**src/rtl/fetch_redirect_ctrl.sv**
```systemverilog
// Fetch redirect controller: picks sequential/hold/redirect PC and raises IF/ID flushes.
// Latency: combinational from inputs/state to CurrPC/PChold/Flush*, state updates on posedge Clk.
// Backpressure: ImemReady=0 holds the PC and defers any redirect until memory accepts a fetch.
// Optional build macro REDIRECT_STATS_EN adds RedirCnt/StallCnt saturating counters.
module fetch_redirect_ctrl #(
    parameter int AW        = 16,
    parameter int FLUSH_CYC = 1
) (
    input  logic          Clk,
    input  logic          Rst,
    input  logic [AW-1:0] PcQ,
    input  logic          ImemReady,
    input  logic          LoadUse,
    input  logic          JmpReq,
    input  logic [AW-1:0] JmpTarget,
    input  logic          BrTaken,
    input  logic [AW-1:0] BrTarget,
    output logic [AW-1:0] CurrPC,
    output logic          PChold,
    output logic          FlushIF,
    output logic          FlushID,
    output logic          Busy
`ifdef REDIRECT_STATS_EN
    ,
    output logic [15:0]   RedirCnt,
    output logic [15:0]   StallCnt
`endif
);

    typedef enum logic [1:0] {ST_RUN, ST_PEND, ST_FLUSH} state_t;

    // Count of FLUSH-state cycles that follow the cycle the redirect is applied in.
    localparam logic [1:0] CNT_INIT    = 2'(FLUSH_CYC - 1);
    localparam bit         FLUSH_MULTI = (FLUSH_CYC > 1);

    state_t        r_state, w_state_nxt;
    logic [AW-1:0] r_pend_pc, w_pend_pc_nxt;
    logic          r_pend_br, w_pend_br_nxt;
    logic [1:0]    r_cnt, w_cnt_nxt;

    logic          w_req;
    logic [AW-1:0] w_req_tgt;
    logic          w_stall;
    logic          w_apply;
    logic          w_capture;
    logic [AW-1:0] w_tgt;
    logic          w_tgt_br;

    // A branch outranks a same-cycle jump: the jump belongs to a younger instruction.
    assign w_req     = BrTaken | JmpReq;
    assign w_req_tgt = BrTaken ? BrTarget : JmpTarget;
    assign w_stall   = LoadUse | ~ImemReady;

    // State, pending redirect and flush counter registers.
    always_ff @(posedge Clk) begin
        if (!Rst) begin
            r_state   <= ST_RUN;
            r_pend_pc <= '0;
            r_pend_br <= 1'b0;
            r_cnt     <= '0;
        end else begin
            r_state   <= w_state_nxt;
            r_pend_pc <= w_pend_pc_nxt;
            r_pend_br <= w_pend_br_nxt;
            r_cnt     <= w_cnt_nxt;
        end
    end

    // Next-state and PC/flush output selection.
    always_comb begin
        w_state_nxt   = r_state;
        w_pend_pc_nxt = r_pend_pc;
        w_pend_br_nxt = r_pend_br;
        w_cnt_nxt     = r_cnt;
        w_apply       = 1'b0;
        w_capture     = 1'b0;
        w_tgt         = '0;
        w_tgt_br      = 1'b0;
        CurrPC        = PcQ;
        PChold        = 1'b0;
        FlushIF       = 1'b0;
        FlushID       = 1'b0;
        Busy          = 1'b0;

        case (r_state)
            ST_RUN: begin
                if (w_req) begin
                    if (ImemReady) begin
                        w_apply  = 1'b1;
                        w_tgt    = w_req_tgt;
                        w_tgt_br = BrTaken;
                    end else begin
                        w_capture     = 1'b1;
                        w_pend_pc_nxt = w_req_tgt;
                        w_pend_br_nxt = BrTaken;
                        w_state_nxt   = ST_PEND;
                        PChold        = 1'b1;
                    end
                end else begin
                    PChold = w_stall;
                end
            end
            ST_PEND: begin
                // Jumps are dropped here; only a newer branch may replace the target.
                if (ImemReady) begin
                    w_apply  = 1'b1;
                    w_tgt    = BrTaken ? BrTarget : r_pend_pc;
                    w_tgt_br = BrTaken | r_pend_br;
                end else begin
                    PChold = 1'b1;
                    if (BrTaken) begin
                        w_pend_pc_nxt = BrTarget;
                        w_pend_br_nxt = 1'b1;
                    end
                end
            end
            ST_FLUSH: begin
                FlushIF = 1'b1;
                // Jumps are ignored: the jumping instruction is itself being squashed.
                if (BrTaken) begin
                    if (ImemReady) begin
                        w_apply  = 1'b1;
                        w_tgt    = BrTarget;
                        w_tgt_br = 1'b1;
                    end else begin
                        w_capture     = 1'b1;
                        w_pend_pc_nxt = BrTarget;
                        w_pend_br_nxt = 1'b1;
                        w_state_nxt   = ST_PEND;
                        PChold        = 1'b1;
                    end
                end else begin
                    PChold    = w_stall;
                    w_cnt_nxt = r_cnt - 2'd1;
                    if (r_cnt <= 2'd1) begin
                        w_state_nxt = ST_RUN;
                    end
                end
            end
            default: begin
                w_state_nxt = ST_RUN;
            end
        endcase

        // Redirect: PC register holds so it loads the target unchanged.
        if (w_apply) begin
            CurrPC  = w_tgt;
            PChold  = 1'b1;
            FlushIF = 1'b1;
            FlushID = w_tgt_br;
            if (FLUSH_MULTI) begin
                w_state_nxt = ST_FLUSH;
                w_cnt_nxt   = CNT_INIT;
            end else begin
                w_state_nxt = ST_RUN;
            end
        end

        if (!Rst) begin
            CurrPC    = '0;
            PChold    = 1'b1;
            FlushIF   = 1'b0;
            FlushID   = 1'b0;
            w_apply   = 1'b0;
            w_capture = 1'b0;
        end

        Busy = Rst & ((r_state != ST_RUN) | FlushIF | w_capture);
    end

`ifdef REDIRECT_STATS_EN
    logic [15:0] r_redir_cnt;
    logic [15:0] r_stall_cnt;

    // Saturating counters of applied redirects and of non-redirect hold cycles.
    always_ff @(posedge Clk) begin
        if (!Rst) begin
            r_redir_cnt <= '0;
            r_stall_cnt <= '0;
        end else begin
            if (w_apply && (r_redir_cnt != 16'hFFFF)) begin
                r_redir_cnt <= r_redir_cnt + 16'd1;
            end
            if (PChold && !w_apply && (r_stall_cnt != 16'hFFFF)) begin
                r_stall_cnt <= r_stall_cnt + 16'd1;
            end
        end
    end

    assign RedirCnt = r_redir_cnt;
    assign StallCnt = r_stall_cnt;
`endif

endmodule
```
**config.mk**
```make
export PLATFORM = sky130hd
export DESIGN_NAME = fetch_redirect_ctrl
export DESIGN_NICKNAME = d
export VERILOG_FILES = /design/src/rtl/fetch_redirect_ctrl.sv
export SDC_FILE = /design/constraint.sdc
export NUM_CORES = 1
export LEC_CHECK = 0
export ABC_AREA = 1
export BUFFER_PORTS_ARGS = -buffer_cell sky130_fd_sc_hd__buf_2
export CAP_MARGIN = 25
export CORE_MARGIN = 5
export CORE_UTILIZATION = 30
export DETAILED_ROUTE_END_ITERATION = 10
export MAX_ROUTING_LAYER = met4
export PLACE_DENSITY = 0.63
export SLEW_MARGIN = 0
export SYNTH_ARGS = -nofsm -noshare
export SYNTH_HDL_FRONTEND = slang
export SYNTH_SLANG_ARGS = --single-unit
```
**constraint.sdc**
```tcl
create_clock -name Clk -period 1.75 [get_ports Clk]
set_input_delay 0.35 -clock Clk [delete_from_list [all_inputs] [get_ports Clk]]
set_output_delay 0.35 -clock Clk [all_outputs]
set_load 0.02 [all_outputs]
```
==> results of run 1 <==
[worst paths after layout]
kind / from / end / slack [ns] / depth (start not counted)
worst max register to register: r_state[0] / r_pend_pc[5] / 0 / 12
worst min-delay path: Rst / r_cnt[1] / 0.42 / 3
worst max-delay path: r_state[0] / CurrPC[7] / -0.33 / 9
worst min register to register: r_cnt[1] / r_cnt[1] / 0.51 / 2
[flip-flops by register name (all words and copies together), names as in the netlist]
register   count
r_cnt          2
r_pend_br      1
r_pend_pc     16
r_state        2
[cells in the mapped netlist, drive strengths merged (6+ instances only)]
master	count	area, um^2
o211ai	16	120
ha	6	75.1
nand3	72	360
dfxtp	21	420
inv	50	190
nor2	32	179
o21ai	23	115
nand2	197	762
clkbuf	9	33.8
a21oi	35	179
buf	24	163
[through the flow]
step / hold slack, ns / cells / util / total power [uW]
2_1_floorplan: 0.468 / 488 / - / 1150
3_3_place_gp: 0.482 / 680 / 0.401 / 1440
3_5_place_dp: 0.497 / 680 / 0.401 / 1460
4_1_cts: 0.426 / 686 / 0.431 / 1860
5_1_grt: 0.428 / 695 / 0.471 / 2180
6_report: 0.424 / 695 / 0.471 / 2030
[kinds of logic (layout without fill, tap and decap cells)]
logic type               after synthesis  in the layout  share of synthesized area
adder cells (fa/ha/maj)                6              6                     0.0285
XOR/XNOR                               1              1                    0.00333
AO/OA/AOI/OAI                         76             76                      0.167
flip-flops                            21             21                      0.160
AND/OR/NAND/NOR                      301            301                      0.494
buffers and inverters                 83            182                      0.147
[placed cells by master (no fill, tap or decap), types with 2 or more instances in the layout]
cell / count
nand2_1: 172
buf_2: 55
nand3_1: 51
inv_1: 44
buf_4: 35
buf_6: 26
nor2_1: 25
a21oi_1: 20
o21ai_0: 19
nand3_2: 19
nand2_2: 19
dfxtp_1: 19
o211ai_1: 16
a21oi_2: 12
buf_12: 8
nand2_4: 6
ha_4: 4
clkbuf_16: 4
inv_4: 3
nor2_8: 3
a21oi_4: 3
clkbuf_8: 3
inv_2: 2
nor2_4: 2
nand3_4: 2
o21ai_2: 2
o21ai_1: 2
nor2_2: 2
ha_1: 2
dfxtp_4: 2
[worst max-delay path, delay by kind of cell, from the launching register on]
family          cells  cell delay [ns]
compound gates      1             0.20
fa+ha+maj           1             0.17
buf+inv             3             0.36
flops               1             0.39
simple gates        4             0.32
[final cells by class]
| cell class | count | area, um^2 | share of cell area |
|---|---|---|---|
| multi-input combinational | 384 | 2160 | 0.532 |
| clock inverter | 1 | 5.00 | 0.00123 |
| inverter | 50 | 203 | 0.0498 |
| timing repair buffer | 128 | 1090 | 0.268 |
| sequential | 21 | 428 | 0.105 |
| tap | 108 | 135 | 0.0332 |
| clock buffer | 3 | 41.3 | 0.0102 |
[per-layer routing]
layer | track usage | wire length [um] | vias to the layer above
met5 | - | 0 | -
met1 | 0.197 | 4150 | 1529
met4 | 0.0204 | 83 | 0
li1 | - | - | 1771
met2 | 0.276 | 4490 | 82
met3 | 0.0236 | 419 | 12
[repair_timing]
action	4_1_cts	5_1_grt
gates resized for setup	55	51
gates cloned	0	5
setup buffers	2	4
hold buffers	0	0
pin swaps	6	19
endpoints found under the setup margin	20	36
[power by group through the flow]
stage	clock (uW)	sequential, uW	combinational, uW
floorplan	0	559	593
global placement	0	561	883
detailed placement	0	563	894
CTS	346	553	962
global route	370	560	1240
finish	338	554	1140
==> results.py, run 1 <==
metrics = {
    "placement": {
        "gp_congestion": 0.889,
        "placed_cell_area_um2": 3460,
        "pre_cts_ws_ns": -0.121,
        "port_buffers": 73,
        "dpl.hpwl_mm": 6.42,
    },
    "grt": {
        "grt_pass1_vias": 3145,
        "antenna_found_initial": 0,
        "gr-total-overflow": 0,
        "grt_use_total": 0.158,
        "grt_start_max_net_pins": 34,
        "grt_pass1_wl_mm": 14.4,
    },
    "run_status": {
        "violations": "setup timing",
        "outcome": "finished, violations left",
    },
    "logic_synthesis": {
        "netlist_instances": 488,
        "synth_flop_cell": "dfxtp_1",
        "async_reset_ff_frac": 0,
        "ys_seq_area_frac": 0.160,
        "avgSynthCellArea_um2": 5.39,
        "synth_nets": 548,
        "ys_types": 26,
        "synth-seq-cells": 21,
        "synth_edf_count": 0,
        "syn-cell-area_um2": 2630,
        "ys.warnings.count": 0,
    },
    "power": {
        "p_sw_frac": 0.411,
        "p_int_uw": 1200,
        "clockPowerShare": 0.166,
        "seqPwrFrac": 0.273,
        "peakVddDrop_mv": 0.263,
        "power.switching_uw": 835,
        "cellLeakagePower_uw": 0.00204,
        "comb_power_share": 0.561,
        "p_per_area_nw_per_um2": 499,
    },
    "worst_setup_path": {
        "slowest_delay_ns": 0.39,
        "crit_fanout": 8,
        "worstPathArrival_ns": 1.73,
        "crit_required_ns": 1.40,
        "cp_slowest_cell": "dfxtp_4",
        "end_kind": "primary output",
        "crit_chain": "inv_4, ha_4, nand3_2, nand2_4, o21bai_4, clkbuf_16, nand3_1, nand2_2, buf_6",
        "critPathLaunchType": "flip-flop",
        "worst-setup-path-type": "reg2out",
    },
    "floorplan": {
        "die_h_um": 104,
        "die_x_um": 104,
        "core_um2": 8640,
        "num_io_pins": 74,
        "row_count": 34,
        "die-area_um2": 10700,
        "floorplan.initialDensity": 0.305,
    },
    "cells_and_area": {
        "syn_to_final_growth_pct": 54.5,
        "nets": 648,
        "drive_gt1_frac": 0.368,
        "fill_cells": 851,
        "design_area_um2": 4070,
        "n_antenna_cell": 0,
    },
    "job": {
        "cap_violations": 0,
    },
    "sta": {
        "skew_ns": 0.00242,
        "rsz0062_at_grt": "yes",
        "setup_violations": 21,
        "slew_viol_final": 0,
        "period_minus_slack_ns": 2.08,
        "worst_slew_pin_slew_ns": 0.295,
        "max_slew_margin": 0.802,
        "fin_crit_sh": 1.19,
        "hold_viol": 0,
        "layout_setup_ws_ns": -0.331,
        "fmax_ghz": 0.480,
        "setup-tns-final_ns": -5.91,
    },
    "route": {
        "drtIter0Drc": 182,
        "drt-total-wl_mm": 9.15,
        "firstDrtPassIters": 4,
        "wire_per_inst_um": 13.2,
        "via_per_inst": 4.88,
        "vias": 3394,
        "postRouteAntennaNets": 0,
        "drc": 0,
    },
    "cts": {
        "cts_sinks": 21,
        "h-tree-depth": 1,
        "clock_latency_ns": 0.27,
        "clkTransAtPathRegs_ns": 0.08,
        "cts_inserted_buffers": 3,
        "cts_tree": "built",
        "cts_root_buf": "clkbuf_8",
        "clock_path_buffers": 2,
    },
    "min_path": {
        "hold_class": "in2reg",
    },
}
Note: power is estimated with default switching activity, not from simulation.
==> inputs of run 2 (changes only) <==
Settings changed: PLACE_DENSITY 0.63 to 0.61.
Clock period 1.75 ns to 2 ns, I/O delays scaled along.
==> run 2 against run 1 <==
Critical path depth rose by 1. Largest cell class unchanged. Sequential power fell by 13%. The run still ends with setup timing left. Global-route usage rose by 0.76 points. Combinational power fell by 25%. Largest power group unchanged. Design area fell by 8.0%. Critical endpoint is now CurrPC[15].
==> results.py, run 2 (synthesis results as in run 1) <==
metrics = {
    "worst_setup_path": {
        "slowest_delay_ns": 0.39,
        "cp_slowest_cell": "dfxtp_4",
        "r2r-start": "r_state[0]",
        "crit_fanout": 7,
        "crit_chain": "inv_4, ha_4, nand2_4, nor2_8, buf_12, o21bai_4, buf_6, nand3_1, nand2_1, buf_6",
        "critPathLaunchType": "flip-flop",
        "worstPathArrival_ns": 1.79,
        "reg2regPathDepth": 11,
        "crit_required_ns": 1.60,
        "crit_family": "buffers and inverters",
        "worst-path-buf-inv": 4,
        "r2r_setup_slack_ns": 0.26,
        "worst-setup-path-type": "reg2out",
        "r2r-end": "r_pend_pc[1]",
        "end_kind": "primary output",
        "timing.critical_path.mode_cell": "buf_6",
    },
    "route": {
        "vias": 3396,
        "drc": 0,
        "wire_per_inst_um": 13.0,
        "drtIter0Drc": 202,
        "via_per_inst": 4.94,
        "postRouteAntennaNets": 0,
        "drt-total-wl_mm": 8.94,
        "firstDrtPassIters": 5,
    },
    "cts": {
        "cts_sinks": 21,
        "clock_latency_ns": 0.27,
        "cts_root_buf": "clkbuf_8",
        "clkTransAtPathRegs_ns": 0.08,
        "cts_tree": "built",
        "cts_inserted_buffers": 3,
        "clock_path_buffers": 2,
        "h-tree-depth": 1,
    },
    "cells_and_area": {
        "nets": 641,
        "regArea_um2": 425,
        "drive_gt1_frac": 0.298,
        "final_cell_mix": "nand2_1, nand3_1, buf_2, inv_1, buf_4",
        "top_register": "r_pend_pc",
        "n_antenna_cell": 0,
        "final_common_cell": "nand2_1",
        "biggestRegsByFlops": "r_pend_pc: 16 flops, r_cnt: 2 flops, r_state: 2 flops",
        "largest_reg_flops": 16,
        "fill_cells": 908,
        "multi_input_area_um2": 1980,
        "syn_to_final_growth_pct": 42.1,
    },
    "sta": {
        "fmax_ghz": 0.457,
        "skew_ns": 0.00911,
        "max_slew_margin": 0.799,
        "fin_crit_sh": 1.09,
        "period_minus_slack_ns": 2.19,
        "slew_viol_final": 0,
        "rsz0062_at_grt": "yes",
        "layout_setup_ws_ns": -0.187,
        "worst_slew_pin_slew_ns": 0.302,
        "hold_viol": 0,
        "setup-tns-final_ns": -2.61,
        "setup_violations": 20,
    },
    "power": {
        "peakVddDrop_mv": 0.212,
        "p_per_area_nw_per_um2": 440,
        "cellLeakagePower_uw": 0.00195,
    },
    "run_status": {
        "outcome": "finished, violations left",
        "violations": "setup timing",
    },
    "floorplan": {
        "core_um2": 8640,
        "die_h_um": 104,
        "num_io_pins": 74,
        "floorplan.initialDensity": 0.305,
        "die_x_um": 104,
        "row_count": 34,
        "die-area_um2": 10700,
    },
    "min_path": {
        "hold_path.startpoint": "Rst",
        "min_path_cells": 3,
        "hold_class": "in2reg",
        "worstHoldEndpoint": "r_cnt[0]",
    },
    "job": {
        "cap_violations": 0,
    },
    "placement": {
        "port_buffers": 73,
        "dpl.hpwl_mm": 6.54,
        "pre_cts_ws_ns": -0.0239,
        "gp_congestion": 0.845,
    },
    "grt": {
        "grt_start_max_net_pins": 34,
        "grt_use_total": 0.165,
        "antenna_found_initial": 0,
        "grt_pass1_vias": 3143,
        "grt_pass1_wl_mm": 14.9,
        "gr-total-overflow": 0,
    },
}
-- run 2: cell count changes in the layout (fill, tap and decap cells not counted), moves of 3 or more --
cell	change
a21oi_2	-11
a21oi_1	+14
a21oi_4	-3
nand3_2	-7
clkbuf_16	-4
nand2_1	+11
nand3_1	+9
nand2_2	-9
-- run 2: repair_timing --
item | in CTS | in global routing
hold buffers | 0 | 0
pin swaps | 18 | 9
buffers inserted | 6 | 1
resized for setup | 79 | 15
endpoints found under the setup margin | 20 | 20
-- run 2: power by group --
part	leakage, uW	internal [uW]	total, uW	switching (uW)
combinational	0.00175	370	853	482
sequential	0.000175	461	484	23.3
clock	0.0000255	140	307	167
total	0.00195	971	1640	673
-- run 2: worst max path at each step --
stage | start | endpoint | slack (ns) | cells after the start
global route | r_state[1] | CurrPC[15] | -0.25 | 10
global placement | r_state[1] | CurrPC[1] | 0.01 | 10
floorplan | r_state[1] | CurrPC[10] | 0.007 | 9
CTS | r_state[0] | CurrPC[5] | -0.14 | 10
detailed placement | r_state[1] | CurrPC[3] | -0.02 | 10
finish | r_state[1] | CurrPC[15] | -0.19 | 10
-- run 2: cell type report --
cell class                 count  share of cell area
timing repair buffer         121               0.254
sequential                    21               0.114
multi-input combinational    384               0.531
tap                          108              0.0361
clock inverter                 1             0.00134
inverter                      50              0.0535
clock buffer                   3              0.0110
-- run 2: metrics by stage --
step / total power [uW] / area [um^2] / std cells / hold WS, ns / utilization
finish: 1640 / 3740 / 688 / 0.454 / 0.433
CTS: 1630 / 3680 / 687 / 0.452 / 0.426
global placement: 1240 / 3310 / 677 / 0.481 / 0.384
detailed placement: 1250 / 3310 / 677 / 0.507 / 0.384
global route: 1780 / 3740 / 688 / 0.488 / 0.433
floorplan: 988 / 2640 / 488 / 0.468 / -
-- run 2: worst reg2reg max path, cell delays in order, from the launching register on --
cell	delay (ns)
dfxtp_2	0.34
buf_6	0.12
buf_4	0.13
buf_4	0.13
ha_1	0.20
inv_1	0.09
nand2_2	0.06
nor2_2	0.09
nand2_2	0.06
buf_4	0.21
a21oi_1	0.16
nor2_1	0.05
-- run 2: metal layers --
| metal | part of all wire | up-vias | global-route usage | routed length [um] |
|---|---|---|---|---|
| met3 | 0.045 | 16 | 0.0267 | 401 |
| met1 | 0.46 | 1545 | 0.215 | 4110 |
| li1 | - | 1745 | - | - |
| met5 | 0 | - | - | 0 |
| met2 | 0.48 | 90 | 0.265 | 4280 |
| met4 | 0.017 | 0 | 0.0463 | 152 |
==> inputs of run 3 (changes only) <==
Clock period 2 ns to 2.31 ns, I/O delays scaled along.
==> run 3 against run 2 <==
The run now ends clean. Die area stayed put. Utilization is 1.4 points lower. Non-clock buffer count is 19 lower.
==> results.py, run 3 (synthesis results as in run 1) <==
metrics = {
    "run_status": {
        "outcome": "completed",
    },
    "sta": {
        "skew_ns": 0.00654,
        "fmax_ghz": 0.437,
        "fin_crit_sh": 0.990,
        "rsz0062_at_grt": "yes",
        "worst_slew_pin_slew_ns": 0.604,
        "setup_violations": 0,
        "whs_ns": 0.505,
        "hold_viol": 0,
        "slew_viol_final": 0,
        "max_slew_margin": 0.596,
        "period_minus_slack_ns": 2.29,
    },
    "power": {
        "seqPwrFrac": 0.295,
        "p_total_uw": 1420,
        "clockPowerShare": 0.185,
        "peakVddDrop_mv": 0.170,
        "p_sw_frac": 0.418,
        "power.switching_uw": 593,
        "comb_power_share": 0.521,
        "p_int_uw": 825,
        "p_per_area_nw_per_um2": 392,
        "cellLeakagePower_uw": 0.00187,
    },
    "cts": {
        "cts_hold_buffers": 0,
        "clock_latency_ns": 0.27,
        "clkTransAtPathRegs_ns": 0.08,
        "h-tree-depth": 1,
        "cts_inserted_buffers": 3,
        "clock_path_buffers": 2,
        "cts_root_buf": "clkbuf_8",
        "cts_sinks": 21,
        "cts_tree": "built",
    },
    "placement": {
        "port_buffers": 73,
        "gp_congestion": 0.879,
        "dpl.hpwl_mm": 5.88,
    },
    "worst_setup_path": {
        "crit_fanout": 4,
        "worst-setup-path-type": "reg2out",
        "crit_required_ns": 1.85,
        "reg2regPathDepth": 9,
        "critPathLaunchType": "flip-flop",
        "slowest_delay_ns": 0.38,
        "cp_slowest_cell": "dfxtp_4",
        "end_kind": "primary output",
        "worstPathArrival_ns": 1.82,
        "crit_chain": "inv_4, ha_4, nand2_4, nor2_8, nor2_4, buf_6, nor2_4, nand3_2, nand2_2, buf_6",
    },
    "cells_and_area": {
        "final_common_cell": "nand2_1",
        "drive_gt1_frac": 0.286,
        "n_antenna_cell": 0,
        "top_register": "r_pend_pc",
        "biggestRegsByFlops": "r_pend_pc: 16 flops, r_cnt: 2 flops, r_state: 2 flops",
        "largest_reg_flops": 16,
        "nets": 624,
        "syn_to_final_growth_pct": 37.5,
        "final_cell_mix": "nand2_1, nand3_1, buf_2, inv_1, a21oi_1",
    },
    "job": {
        "cap_violations": 0,
    },
    "floorplan": {
        "die-area_um2": 10700,
        "core_um2": 8640,
        "die_h_um": 104,
        "floorplan.initialDensity": 0.305,
        "num_io_pins": 74,
        "die_x_um": 104,
        "row_count": 34,
    },
    "route": {
        "firstDrtPassIters": 5,
        "drt-total-wl_mm": 9.15,
        "drc": 0,
        "wire_per_inst_um": 13.6,
        "vias": 3364,
        "postRouteAntennaNets": 0,
        "drtIter0Drc": 232,
        "via_per_inst": 5.01,
    },
    "grt": {
        "antenna_found_initial": 0,
        "grt_use_total": 0.160,
        "grt_pass1_wl_mm": 14.5,
        "grt_pass1_vias": 3020,
        "gr-total-overflow": 0,
        "grt_start_max_net_pins": 38,
    },
    "min_path": {
        "min_path_cells": 2,
        "hold_class": "reg2reg",
    },
}
-- run 3: cell types whose count changed in the layout (fill, tap and decap cells not counted), sizes merged --
cell,change
nor2,+2
buf,-20
clkbuf,+1
-- run 3: layer usage --
metal / up-vias / part of all wire / track usage
met3: 12 / 0.040 / 0.0211
met2: 98 / 0.50 / 0.269
li1: 1717 / - / -
met1: 1537 / 0.45 / 0.206
met4: 0 / 0.014 / 0.0342
met5: - / 0 / -
-- run 3: final timing paths --
kind / start / slack, ns / endpoint
worst max-delay path: r_state[1] / 0.02 / CurrPC[12]
worst min-delay path: r_cnt[1] / 0.51 / r_cnt[1]
worst max register to register: r_state[0] / 0.43 / r_pend_pc[6]
worst min register to register: r_cnt[1] / 0.51 / r_cnt[1]
-- run 3: cell type report --
cell class                      count  area [um^2]
Inverter                           50          198
Timing Repair Buffer              102          773
Multi-Input combinational cell    386         2040
Clock inverter                      1         5.00
Sequential cell                    21          425
Tap cell                          108          135
Clock buffer                        3         41.3
Fill cell                         911         5020
-- run 3: critical path, delay by kind of cell, from the launching register on --
kind	cells	cell delay, ns
buffers and inverters	3	0.30
DFF	1	0.38
and+or+nand+nor	6	0.73
adders and majority gates	1	0.14
-- run 3: stage by stage --
| step | TNS, ns | instances | setup slack, ns | utilization | area [um^2] |
|---|---|---|---|---|---|
| floorplan | 0 | 488 | 0.141 | - | 2630 |
| global placement | 0 | 651 | 0.155 | 0.357 | 3090 |
| detailed placement | 0 | 651 | 0.145 | 0.357 | 3090 |
| CTS | 0 | 666 | 0.0227 | 0.388 | 3350 |
| global route | -0.420 | 671 | -0.0455 | 0.419 | 3620 |
| finish | 0 | 671 | 0.0234 | 0.419 | 3620 |
-- run 3: power by group through the flow --
stage	sequential [uW]	combinational [uW]	clock, uW
floorplan	423	431	0
global placement	425	588	0
detailed placement	426	597	0
CTS	419	662	264
global route	423	815	279
finish	418	739	262
-- run 3: repair_timing --
| item | CTS | global route |
|---|---|---|
| cloned | 2 | 1 |
| buffers inserted | 9 | 4 |
| setup endpoints to repair | 19 | 18 |
| hold endpoints to repair | 0 | 0 |
| gates resized for setup | 35 | 58 |
| pin swaps | 6 | 14 |
